`src/rtl/session_ctrl.sv`:
```
// session_ctrl: session sequencer for the keypad-access machine.
// Walks a user through ID entry, the ID check, the granted operation window
// and the deny/lockout/timeout phases. One shared counter times the entry
// idle limit, the operation window and the lockout, and is cleared on every
// state change.
//
// Handshake: all inputs are single-cycle strobes with an implicit ready.
// A strobe counts only in the cycle it is high and only in the state that
// samples it: start in IDLE, keys in ENTRY, op_done in GRANT. In ENTRY,
// key_valid is accepted only while digit_cnt < ID_DIGITS, and key_enter only
// when digit_cnt == ID_DIGITS. Otherwise the strobe is dropped, with no
// backpressure and no effect on the counter.
module session_ctrl #(
   parameter int ID_DIGITS   = 4,
   parameter int DIGIT_W     = 4,
   parameter int ID_TIMEOUT  = 2**24,
   parameter int OP_TIMEOUT  = 2**25,
   parameter int MAX_TRIES   = 3,
   parameter int LOCK_CYCLES = 2**25
) (
   input  logic                                 clk,
   input  logic                                 rst,
   input  logic                                 start,
   input  logic                                 key_valid,
   input  logic [DIGIT_W-1:0]                   key_digit,
   input  logic                                 key_clear,
   input  logic                                 key_enter,
   input  logic [ID_DIGITS*DIGIT_W-1:0]         auth_id,
   input  logic                                 op_done,
   output logic [2:0]                           state,
   output logic [ID_DIGITS*DIGIT_W-1:0]         id_buf,
   output logic [$clog2(ID_DIGITS+1)-1:0]       digit_cnt,
   output logic [$clog2(MAX_TRIES+1)-1:0]       tries_left,
   output logic                                 granted,
   output logic                                 denied,
   output logic                                 locked,
   output logic                                 timeout
);

   localparam int ID_W  = ID_DIGITS * DIGIT_W;
   localparam int DC_W  = $clog2(ID_DIGITS + 1);
   localparam int TRY_W = $clog2(MAX_TRIES + 1);
   localparam int T_MAX_A = (ID_TIMEOUT > OP_TIMEOUT) ? ID_TIMEOUT : OP_TIMEOUT;
   localparam int T_MAX   = (T_MAX_A > LOCK_CYCLES) ? T_MAX_A : LOCK_CYCLES;
   localparam int CNT_W   = (T_MAX > 1) ? $clog2(T_MAX) : 1;

   localparam logic [CNT_W-1:0] ID_LAST   = CNT_W'(ID_TIMEOUT - 1);
   localparam logic [CNT_W-1:0] OP_LAST   = CNT_W'(OP_TIMEOUT - 1);
   localparam logic [CNT_W-1:0] LOCK_LAST = CNT_W'(LOCK_CYCLES - 1);

   typedef enum logic [2:0] {
      S_IDLE    = 3'd0,
      S_ENTRY   = 3'd1,
      S_CHECK   = 3'd2,
      S_GRANT   = 3'd3,
      S_DENY    = 3'd4,
      S_LOCK    = 3'd5,
      S_TIMEOUT = 3'd6
   } state_t;

   state_t           st;
   logic [CNT_W-1:0] counter;
   logic             full;

   // The state register doubles as the externally visible state code.
   assign state = st;

   // All digit slots are occupied; further digits are dropped and enter is live.
   assign full = (digit_cnt == DC_W'(ID_DIGITS));

   // Session FSM: state, shared counter, typed ID, attempt count and phase flags.
   always_ff @(posedge clk or negedge rst) begin
      if (!rst) begin
         st         <= S_IDLE;
         counter    <= '0;
         id_buf     <= '0;
         digit_cnt  <= '0;
         tries_left <= TRY_W'(MAX_TRIES);
         granted    <= 1'b0;
         denied     <= 1'b0;
         locked     <= 1'b0;
         timeout    <= 1'b0;
      end else begin
         case (st)
            S_IDLE: begin
               if (start) begin
                  st        <= S_ENTRY;
                  id_buf    <= '0;
                  digit_cnt <= '0;
                  counter   <= '0;
               end
            end

            S_ENTRY: begin
               if (key_clear) begin
                  id_buf    <= '0;
                  digit_cnt <= '0;
                  counter   <= '0;
               end else if (key_enter && full) begin
                  st      <= S_CHECK;
                  counter <= '0;
               end else if (key_valid && !full) begin
                  // Newest digit lands in the LS field; the oldest falls off the top.
                  id_buf    <= ID_W'({id_buf, key_digit});
                  digit_cnt <= digit_cnt + DC_W'(1);
                  counter   <= '0;
               end else if (counter == ID_LAST) begin
                  st      <= S_TIMEOUT;
                  timeout <= 1'b1;
                  counter <= '0;
               end else begin
                  counter <= counter + CNT_W'(1);
               end
            end

            S_CHECK: begin
               counter <= '0;
               if (id_buf == auth_id) begin
                  st         <= S_GRANT;
                  granted    <= 1'b1;
                  tries_left <= TRY_W'(MAX_TRIES);
               end else begin
                  tries_left <= tries_left - TRY_W'(1);
                  if (tries_left == TRY_W'(1)) begin
                     st     <= S_LOCK;
                     locked <= 1'b1;
                  end else begin
                     st     <= S_DENY;
                     denied <= 1'b1;
                  end
               end
            end

            S_DENY: begin
               st        <= S_ENTRY;
               denied    <= 1'b0;
               id_buf    <= '0;
               digit_cnt <= '0;
               counter   <= '0;
            end

            S_GRANT: begin
               // op_done is checked first so it beats a coincident window expiry.
               if (op_done) begin
                  st      <= S_IDLE;
                  granted <= 1'b0;
                  counter <= '0;
               end else if (counter == OP_LAST) begin
                  st      <= S_TIMEOUT;
                  granted <= 1'b0;
                  timeout <= 1'b1;
                  counter <= '0;
               end else begin
                  counter <= counter + CNT_W'(1);
               end
            end

            S_LOCK: begin
               if (counter == LOCK_LAST) begin
                  st         <= S_IDLE;
                  locked     <= 1'b0;
                  tries_left <= TRY_W'(MAX_TRIES);
                  counter    <= '0;
               end else begin
                  counter <= counter + CNT_W'(1);
               end
            end

            S_TIMEOUT: begin
               st      <= S_IDLE;
               timeout <= 1'b0;
               counter <= '0;
            end

            default: begin
               st      <= S_IDLE;
               granted <= 1'b0;
               denied  <= 1'b0;
               locked  <= 1'b0;
               timeout <= 1'b0;
               counter <= '0;
            end
         endcase
      end
   end

endmodule

```
`config.mk`:
```
export PLATFORM = sky130hd
export DESIGN_NAME = session_ctrl
export DESIGN_NICKNAME = d
export VERILOG_FILES = /design/src/rtl/session_ctrl.sv
export SDC_FILE = /design/constraint.sdc
export NUM_CORES = 1
export LEC_CHECK = 0
export BUFFER_PORTS_ARGS = -buffer_cell sky130_fd_sc_hd__buf_2
export CAP_MARGIN = 30
export CORE_MARGIN = 5
export CORE_UTILIZATION = 62
export CTS_BUF_LIST = sky130_fd_sc_hd__clkbuf_4 sky130_fd_sc_hd__clkbuf_8
export CTS_CLUSTER_DIAMETER = 200
export DETAILED_ROUTE_END_ITERATION = 12
export PLACE_DENSITY = 0.88
export SKIP_LAST_GASP = 1
export SYNTH_ARGS = -nofsm -noshare
export SYNTH_HDL_FRONTEND = slang
export SYNTH_SLANG_ARGS = --single-unit
```
`constraint.sdc`:
```
create_clock -name clk -period 6.6 [get_ports clk]
set_input_delay 0.99 -clock clk [delete_from_list [all_inputs] [get_ports clk]]
set_output_delay 0.99 -clock clk [all_outputs]
set_load 0.03 [all_outputs]
```
==> results of run 1 <==
[flip-flops by register name, indices dropped and copies added, names as in the netlist]
register / count
locked: 1
timeout: 1
id_buf: 16
tries_left: 2
state: 3
granted: 1
counter: 25
denied: 1
digit_cnt: 3
[synthesized netlist by cell type, drive strengths merged, types with 8 or more instances]
cell	n
buf	8
dfrtp	51
nand2	18
a22o	20
a21oi	31
inv	16
or3	10
o21ai	21
xnor2	16
nand3	13
nand4	9
nor2	19
[per-layer routing]
metal	wire length, um	share of wire, %	vias to the layer above	track usage, %
met3	300	4.4	6	3.84
li1	-	-	1251	-
met1	2950	43	1268	28.6
met5	0	0	-	0
met4	89	1.3	0	8.42
met2	3440	51	67	40.2
[critical path, stage by stage]
cell and delay (ns):
buf_2 0.09, a21boi_0 0.53, o21bai_1 0.16, a21o_1 0.44, nor3_4 0.69, a22o_1 0.24
[kinds of logic after synthesis]
family	after synthesis	synth area share [%]
and+or+nand+nor	105	20.5
DFF	53	44.1
xor gates and xnor gates	17	4.94
AOI/OAI and AO/OA	97	21.4
buffers and inverters	29	4.73
adders and majority gates	5	2.33
muxes	6	1.99
[final cells by class]
class,count,area share [%]
inverters,16,1.76
flip-flops and latches,53,39.0
clock inverters,2,0.404
multi-input cells,230,45.2
clock buffers,6,2.42
well taps,67,2.46
repair buffers,57,8.80
[path summary, 6_finish.rpt]
path | cells after the start | endpoint | slack, ns | startpoint
worst max-delay path | 6 | id_buf[13] | 3.71 | key_valid
worst min-delay path | 1 | counter[18] | 0.52 | counter[18]
worst min register to register | 1 | counter[18] | 0.52 | counter[18]
max in group asynchronous | 2 | counter[4] | 5.37 | rst
worst max register to register | 7 | id_buf[13] | 3.74 | digit_cnt[0]
min in group asynchronous | 2 | locked | 0.79 | rst
[power breakdown]
| group | leakage [nW] | total (mW) | internal, mW | switching [mW] |
|---|---|---|---|---|
| clock network | 0.0512 | 0.193 | 0.0853 | 0.108 |
| logic | 0.764 | 0.547 | 0.199 | 0.348 |
| registers | 0.720 | 0.455 | 0.380 | 0.0749 |
[per-stage QoR]
step | total power [mW] | area [sq um]
after global placement | 0.977 | 3300
final | 1.19 | 3410
after floorplan | 0.878 | 3010
after global routing | 1.27 | 3410
after detailed placement | 1.00 | 3310
after CTS | 1.20 | 3410
==> flow_summary_export.csv, run 1 <==
group,metric,value,unit
synth,synthArstFlopShare,100,%
clock_network,clk_pin_slew,0.10,ns
timing,fmax,346,MHz
placed_design,gp_congestion,0.921,
pwr,leakage,1.54,nW
synth,syn_area,3010,sq um
placed_design,portBuffers,54,
timing,fin_worst_skew,0.00853,ns
timing,setup_ws,3.71,ns
detailed_routing,num_vias,2592,
grt,antenna_found_initial,0,
synth,yosysTopAreaCell,"dfrtp_1",
timing,setup_viol,0,
grt,grt_usage,23.1,%
timing,period_share,43.8,%
final_layout,area_growth,13.2,%
critical_path,cp_max_fo,21,
critical_path,worstSetupPathType,"in2reg",
die,io_pins,55,
final_layout,drive_gt1_share,22.5,%
clock_network,clock_sinks,53,
pwr,ir_drop,0.237,mV
clock_network,cts_tree,"built",
critical_path,worst-endpoint-required,6.85,ns
timing,fin_tns_setup,0,ns
detailed_routing,wl_per_cell,15.7,um
final_layout,nets,395,
grt,grt_pass1_vias,2610,
placed_design,dp_cells,423,
clock_network,htree_num_levels,2,
pwr,power-per-cell-area,350,nW/um^2
timing,finalHoldViolCount,0,
synth,yosys-top-cells-area,"dfrtp_1 42%, a22o_1 5.8%, a21oi_1 4.8%",
clock_network,postCtsSetupBuffers,0,
timing,hold_slack,0.525,ns
critical_path,critPathArrivalTime,3.14,ns
detailed_routing,wl,6780,um
clock_network,postCtsHoldBufs,0,
synth,ys_seq_elements,53,
die,initial_core_util,63.8,%
synth,yosysWarnings,0,
synth,synth_ff_type,"dfrtp_1",
grt,grt_max_degree,54,
clock_network,cts_buffer_depth,2,
placed_design,dp_hpwl,4820,um
synth,synth_top_area_share,42.4,%
outcome,status,"completed",
final_layout,mostFrequentLayoutCells,"54 x buf_2, 51 x dfrtp_1, 29 x a21oi_1",
timing,tightest_slew,1.00,ns
clock_network,clk_latency,0.31,ns
grt,grt_pass1_wl,11700,um
synth,syn_inst,312,
detailed_routing,drtIter0Drc,93,
detailed_routing,dr.pass1.iters,4,
final_layout,regArea,1330,sq um
timing,grt_setup_unrepaired,"no",
placed_design,pre_cts_slack,3.47,ns
timing,fin_crit,2.89,ns
critical_path,worst_setup_path_start_kind,"primary input",
die,row_count,25,
clock_network,post_cts_resized,0,
synth,synth_edf_count,0,
die,dieWidth,79.7,um
timing,slew_violations,0,
flow_run,cap_violations,0,
synth,syn_area_per_cell,9.66,sq um
final_layout,multiInputGateArea,1540,sq um
synth,ys_seq_area_share,44.1,%
detailed_routing,routed_via_density,6.01,
synth,synth_nets,344,
die,die_y,79.7,um
grt,overflow,0,
final_layout,final_common_cell,"buf_2",
min_path,hold_class,"reg2reg",
clock_network,cts-root-buf,"clkbuf_8",
die,core_area,4720,sq um
critical_path,critPathCaptureType,"flop",
synth,synth_cell_type_count,51,
clock_network,cts_made_buffers,5,
die,die-area,6350,sq um
final_layout,post-route-util,72.2,%
final_layout,antennaDiodeCount,0,
final_layout,fill_cells,352,
final_layout,final_cells,431,
detailed_routing,drc,0,
detailed_routing,ant_nets,0,
timing,maxSlewHeadroom,32.4,%
Note: power is estimated with default switching activity, not from simulation.
==> run 2: changes to the inputs <==
--- a/config.mk
+++ b/config.mk
@@ -8,11 +8,11 @@
 export BUFFER_PORTS_ARGS = -buffer_cell sky130_fd_sc_hd__buf_2
 export CAP_MARGIN = 30
 export CORE_MARGIN = 5
-export CORE_UTILIZATION = 62
+export CORE_UTILIZATION = 58
 export CTS_BUF_LIST = sky130_fd_sc_hd__clkbuf_4 sky130_fd_sc_hd__clkbuf_8
 export CTS_CLUSTER_DIAMETER = 200
 export DETAILED_ROUTE_END_ITERATION = 12
-export PLACE_DENSITY = 0.88
+export PLACE_DENSITY = 0.83
 export SKIP_LAST_GASP = 1
 export SYNTH_ARGS = -nofsm -noshare
 export SYNTH_HDL_FRONTEND = slang
==> constraint.sdc (replaced) <==
create_clock -name clk -period 2.9 [get_ports clk]
set_input_delay 0.435 -clock clk [delete_from_list [all_inputs] [get_ports clk]]
set_output_delay 0.435 -clock clk [all_outputs]
set_load 0.03 [all_outputs]
==> flow_summary_export.csv, run 2 (same netlist as run 1, synthesis figures left out) <==
group,metric,value,unit
detailed_routing,wl_met3,400,um
grt,overflow,0,
timing,grt_setup_unrepaired,"no",
detailed_routing,routed_via_density,5.82,
timing,setup_viol,0,
die,dieWidth,82.1,um
clock_network,postCtsHoldBufs,0,
critical_path,worst-endpoint-required,3.11,ns
placed_design,portBuffers,54,
clock_network,postCtsSetupBuffers,0,
final_layout,largestRegisters,"counter (25), id_buf (16)",
die,io_pins,55,
die,core_area,5070,sq um
timing,fin_tns_setup,0,ns
clock_network,clk_pin_slew,0.10,ns
final_layout,antennaDiodeCount,0,
timing,finalHoldViolCount,0,
critical_path,worstSetupPathType,"reg2reg",
placed_design,dp_hpwl,4750,um
die,die-area,6740,sq um
clock_network,cts_made_buffers,5,
timing,setup_ws,0.467,ns
detailed_routing,wl_met2,3210,um
clock_network,post_cts_resized,0,
critical_path,cp_max_fo,27,
critical_path,critPathCaptureType,"flop",
die,die_y,82.1,um
final_layout,design_area,3460,sq um
detailed_routing,ant_nets,0,
detailed_routing,wl,6560,um
pwr,power-per-cell-area,809,nW/um^2
min_path,hold_class,"in2async",
grt,grt_pass1_vias,2422,
detailed_routing,drtIter0Drc,153,
die,row_count,26,
timing,fmax,411,MHz
critical_path,critPathArrivalTime,2.64,ns
detailed_routing,wl_per_cell,14.9,um
final_layout,final_common_cell,"buf_2",
grt,grt_pass1_wl,11300,um
timing,tightest_slew,0.647,ns
final_layout,largest_register_ffs,25,
clock_network,htree_num_levels,2,
final_layout,area_growth,15.0,%
final_layout,mostFrequentLayoutCells,"54 x buf_2, 51 x dfrtp_1, 29 x a21oi_1",
pwr,leakage,1.57,nW
clock_network,clk_latency,0.31,ns
final_layout,largest_register,"counter",
grt,antenna_found_initial,0,
final_layout,nets,400,
grt,grt_max_degree,28,
timing,maxSlewHeadroom,56.7,%
placed_design,pre_cts_slack,0.496,ns
die,initial_core_util,59.4,%
placed_design,post_dp_cell_area,3350,sq um
detailed_routing,highest_layer,"met4",
clock_network,cts_tree,"built",
pwr,power,2.80,mW
flow_run,cap_violations,0,
final_layout,drive_gt1_share,23.6,%
timing,slew_violations,0,
detailed_routing,dr.pass1.iters,4,
critical_path,worst_setup_path_start_kind,"flop",
grt,grt_usage,21.3,%
detailed_routing,num_vias,2557,
clock_network,cts-root-buf,"clkbuf_8",
detailed_routing,wl_met1,2910,um
placed_design,gp_congestion,0.883,
timing,fin_worst_skew,0.0127,ns
clock_network,cts_buffer_depth,2,
timing,fin_crit,2.43,ns
critical_path,reg2reg_depth,8,
timing,period_share,83.9,%
outcome,status,"completed",
final_layout,fill_cells,403,
clock_network,clock_sinks,53,
pwr,ir_drop,0.454,mV
detailed_routing,drc,0,
final_layout,post-route-util,68.2,%
## run 2: cell count changes in the layout (fill, tap and decap cells not counted), sizes merged
cell    previous run  this run
buf               57        62
bufinv             0         1
clkinv             2         1
## run 2: critical path, stage by stage (launching register included)
cell	delay [ns]
dfrtp_1	0.40
ha_1	0.23
nand3_1	0.12
or3_1	0.49
nor4_4	0.42
a21oi_2	0.09
buf_4	0.23
and3_1	0.20
a21o_1	0.15
## run 2: cell type report
class                           count  area (sq um)  area share (%)
Multi-Input combinational cell    230          1540            44.5
Sequential cell                    53          1330            38.4
Timing Repair Buffer               62           330            9.54
Tap cell                           70          87.6            2.53
Clock buffer                        6          76.3            2.20
Inverter                           16          60.1            1.73
Clock inverter                      2          38.8            1.12
## run 2: routing by layer
| layer | up-vias | GRT usage, % |
|---|---|---|
| li1 | 1253 | - |
| met1 | 1217 | 29.2 |
| met2 | 82 | 35.2 |
| met3 | 5 | 4.61 |
| met4 | 0 | 3.82 |
| met5 | - | 0 |
## run 2: final timing paths
check                        startpoint       endpoint  slack, ns
min reg2reg                 counter[21]    counter[21]       0.53
max reg2reg                  counter[0]    counter[23]       0.47
max in group asynchronous           rst  tries_left[0]       2.16
max                          counter[0]    counter[23]       0.47
min                                 rst         denied       0.07
min in group clk           key_digit[1]      id_buf[1]       0.34
## run 2: report_power, final
part	switching (mW)	internal, mW	total [mW]
registers	0.137	0.866	1.00
clock network	0.246	0.269	0.515
logic	0.820	0.465	1.29
total	1.20	1.60	2.80
## run 2: per-stage QoR
stage | cells | hold WS [ns]
after floorplan | 312 | 0.139
final | 439 | 0.0741
after detailed placement | 431 | 0.427
after CTS | 439 | 0.0867
after global routing | 439 | 0.119
after global placement | 431 | 0.417
==> run 3: changes to the inputs <==
--- a/config.mk
+++ b/config.mk
@@ -5,10 +5,11 @@
 export SDC_FILE = /design/constraint.sdc
 export NUM_CORES = 1
 export LEC_CHECK = 0
+export ABC_AREA = 1
 export BUFFER_PORTS_ARGS = -buffer_cell sky130_fd_sc_hd__buf_2
 export CAP_MARGIN = 30
 export CORE_MARGIN = 5
-export CORE_UTILIZATION = 58
+export CORE_UTILIZATION = 59
 export CTS_BUF_LIST = sky130_fd_sc_hd__clkbuf_4 sky130_fd_sc_hd__clkbuf_8
 export CTS_CLUSTER_DIAMETER = 200
 export DETAILED_ROUTE_END_ITERATION = 12
==> constraint.sdc (replaced) <==
create_clock -name clk -period 2.3 [get_ports clk]
set_input_delay 0.345 -clock clk [delete_from_list [all_inputs] [get_ports clk]]
set_output_delay 0.345 -clock clk [all_outputs]
set_load 0.03 [all_outputs]
==> flow_summary_export.csv, run 3 <==
group,metric,value,unit
outcome,status,"completed",
pwr,pwr-share-clk,19.9,%
pwr,combPwrFrac,43.0,%
detailed_routing,wl_per_cell,12.5,um
timing,fin_tns_setup,0,ns
grt,grt_pass1_vias,2926,
pwr,seqPwrFrac,37.2,%
detailed_routing,drtIter0Drc,124,
detailed_routing,ant_nets,0,
critical_path,crit_chain,"ha_1 > nand2_2 > nor2_4 > nand2_4 > nor2_8 > nand4_1 > nand2_2 > nand2_4 > inv_6 > nand2_4 > nand2_1 > inv_1",
die,die_y,85.0,um
grt,grt_pass1_wl,12500,um
die,core_area,5470,sq um
clock_network,postCtsSetupBuffers,0,
synth,yosys-top-cells-area,"dfrtp_1 38%, nand2_1 15%, inv_1 7.0%",
timing,fmax,519,MHz
clock_network,cts_made_buffers,5,
final_layout,largest_register,"counter",
clock_network,clock_sinks,53,
pwr,switching_share,43.3,%
timing,period_share,83.7,%
final_layout,fill_cells,445,
final_layout,final_common_cell,"nand2_1",
clock_network,cts_tree,"built",
flow_run,cap_violations,0,
critical_path,worst-endpoint-required,2.51,ns
die,die-area,7220,sq um
detailed_routing,dr.pass1.iters,4,
timing,grt_setup_unrepaired,"no",
final_layout,area_growth,14.0,%
timing,hold_slack,0.0332,ns
critical_path,cp_common_cell,"nand2_4",
critical_path,critPathCaptureType,"flop",
synth,synth_nets,478,
placed_design,dp_cells,569,
placed_design,portBuffers,54,
final_layout,design_area,3780,sq um
synth,ys_seq_elements,53,
synth,yosysMostFrequentCell,"nand2_1",
grt,antenna_found_initial,0,
critical_path,critPathArrivalTime,2.13,ns
critical_path,slowest_delay,0.46,ns
grt,grt_max_degree,29,
detailed_routing,wl,7200,um
detailed_routing,routed_via_density,5.17,
final_layout,nets,536,
timing,fin_worst_skew,0.0136,ns
synth,synthArstFlopShare,100,%
pwr,p_int,1.82,mW
die,dieWidth,85.0,um
synth,syn_area_per_cell,7.43,sq um
critical_path,r2r_start,"counter[0]",
clock_network,post_cts_resized,0,
clock_network,cts_buffer_depth,2,
placed_design,gp_congestion,0.888,
timing,finalHoldViolCount,0,
final_layout,largestRegisters,"counter (25), id_buf (16)",
timing,tightest_slew,0.603,ns
final_layout,multiInputGateArea,1670,sq um
placed_design,dp_hpwl,5570,um
timing,maxSlewHeadroom,59.8,%
clock_network,clk_latency,0.31,ns
clock_network,postCtsHoldBufs,0,
pwr,ir_drop,0.536,mV
synth,yosysWarnings,0,
synth,syn_area,3320,sq um
final_layout,drive_gt1_share,21.6,%
detailed_routing,drc,0,
synth,yosysTopAreaCell,"dfrtp_1",
critical_path,critPathLaunch,"counter[0]",
final_layout,largest_register_ffs,25,
synth,synth_cell_type_count,36,
die,io_pins,55,
final_layout,antennaDiodeCount,0,
grt,grt_usage,20.8,%
synth,synthTopCellsByCount,"130 x nand2_1, 62 x inv_1, 51 x dfrtp_1",
timing,slew_violations,0,
synth,synth_top_area_share,38.5,%
synth,synth_edf_count,0,
critical_path,cp_max_fo,12,
die,row_count,27,
timing,fin_crit,1.93,ns
die,initial_core_util,60.6,%
pwr,switchingPower,1.39,mW
timing,setup_viol,0,
final_layout,regArea,1330,sq um
critical_path,critical-path-slowest-cell,"dfrtp_1",
clock_network,clk_pin_slew,0.10,ns
detailed_routing,num_vias,2982,
final_layout,mostFrequentLayoutCells,"130 x nand2_1, 62 x inv_1, 54 x buf_2",
grt,overflow,0,
pwr,leakage,1.97,nW
synth,synth_ff_type,"dfrtp_1",
synth,ys_seq_area_share,40.1,%
min_path,hold_class,"in2async",
clock_network,cts-root-buf,"clkbuf_8",
pwr,power-per-cell-area,848,nW/um^2
final_layout,final_cells,577,
critical_path,worst_setup_path_start_kind,"flop",
clock_network,htree_num_levels,2,
critical_path,worstSetupPathType,"reg2reg",
synth,syn_inst,446,
pwr,power,3.21,mW
placed_design,post_dp_cell_area,3670,sq um
[run 3: changes by cell type after synthesis, moves of 9 or more]
| cell | before | now |
|---|---|---|
| a21oi_1 | 29 | 6 |
| o22ai_1 | 0 | 14 |
| inv_1 | 16 | 62 |
| or3_1 | 10 | 0 |
| nand2_1 | 18 | 130 |
| a22o_1 | 20 | 0 |
| nor2_1 | 19 | 34 |
| xnor2_1 | 16 | 3 |
| o21ai_2 | 1 | 10 |
| nand3_1 | 12 | 27 |
| xor2_1 | 1 | 15 |
[run 3: stage by stage]
stage	util, %	setup WS [ns]
floorplan	-	0.481
finish	69.0	0.375
global placement	67.0	0.454
detailed placement	67.0	0.387
global route	69.0	0.201
CTS	69.0	0.371
[run 3: layer usage]
layer  share of wire [%]  vias to the layer above  wire length (um)  GRT usage [%]
met3                 5.4                        8               392           3.69
met5                   0                        -                 0              0
met4                 1.1                        0                82           6.91
li1                    -                     1537                 -              -
met2                  49                       63              3530           36.7
met1                  44                     1374              3200           25.7
[run 3: kinds of logic (layout without fill, tap and decap cells)]
| kind of cell | count (synthesis) | count (layout) | share of synthesized area, % |
|---|---|---|---|
| xor gates and xnor gates | 18 | 18 | 4.75 |
| buffers and inverters | 77 | 136 | 9.51 |
| DFF | 53 | 53 | 40.1 |
| and+or+nand+nor | 236 | 236 | 32.7 |
| adders and majority gates | 5 | 5 | 2.11 |
| AOI/OAI and AO/OA | 57 | 57 | 10.8 |
[run 3: critical path: cells and delay by family (launching register included)]
family	cells	cell delay [ns]
simple gates	9	0.96
flops	1	0.46
fa+ha+maj	1	0.22
buf+inv	2	0.19
[run 3: final timing paths]
check / depth (start not counted) / slack, ns / endpoint
setup / recovery: 12 / 0.37 / counter[19]
max in group asynchronous: 2 / 1.71 / counter[7]
hold reg to reg: 2 / 0.48 / denied
hold / removal: 1 / 0.03 / id_buf[12]
setup reg to reg: 12 / 0.37 / counter[19]
min in group clk: 3 / 0.30 / id_buf[2]
[run 3: power by group through the flow]
stage	clock (mW)	combinational, mW	sequential [mW]
4_1_cts	0.656	1.39	1.19
3_5_place_dp	0	1.38	1.21
5_1_grt	0.701	1.55	1.21
2_1_floorplan	0	0.829	1.42
3_3_place_gp	0	1.35	1.21
6_report	0.637	1.38	1.19
[run 3: cell type report]
cell class | count | share of cell area, %
clock buffers | 6 | 2.02
clock inverters | 2 | 0.927
multi-input cells | 316 | 44.2
inverters | 71 | 7.19
repair buffers | 57 | 8.08
flip-flops and latches | 53 | 35.2
well taps | 72 | 2.38
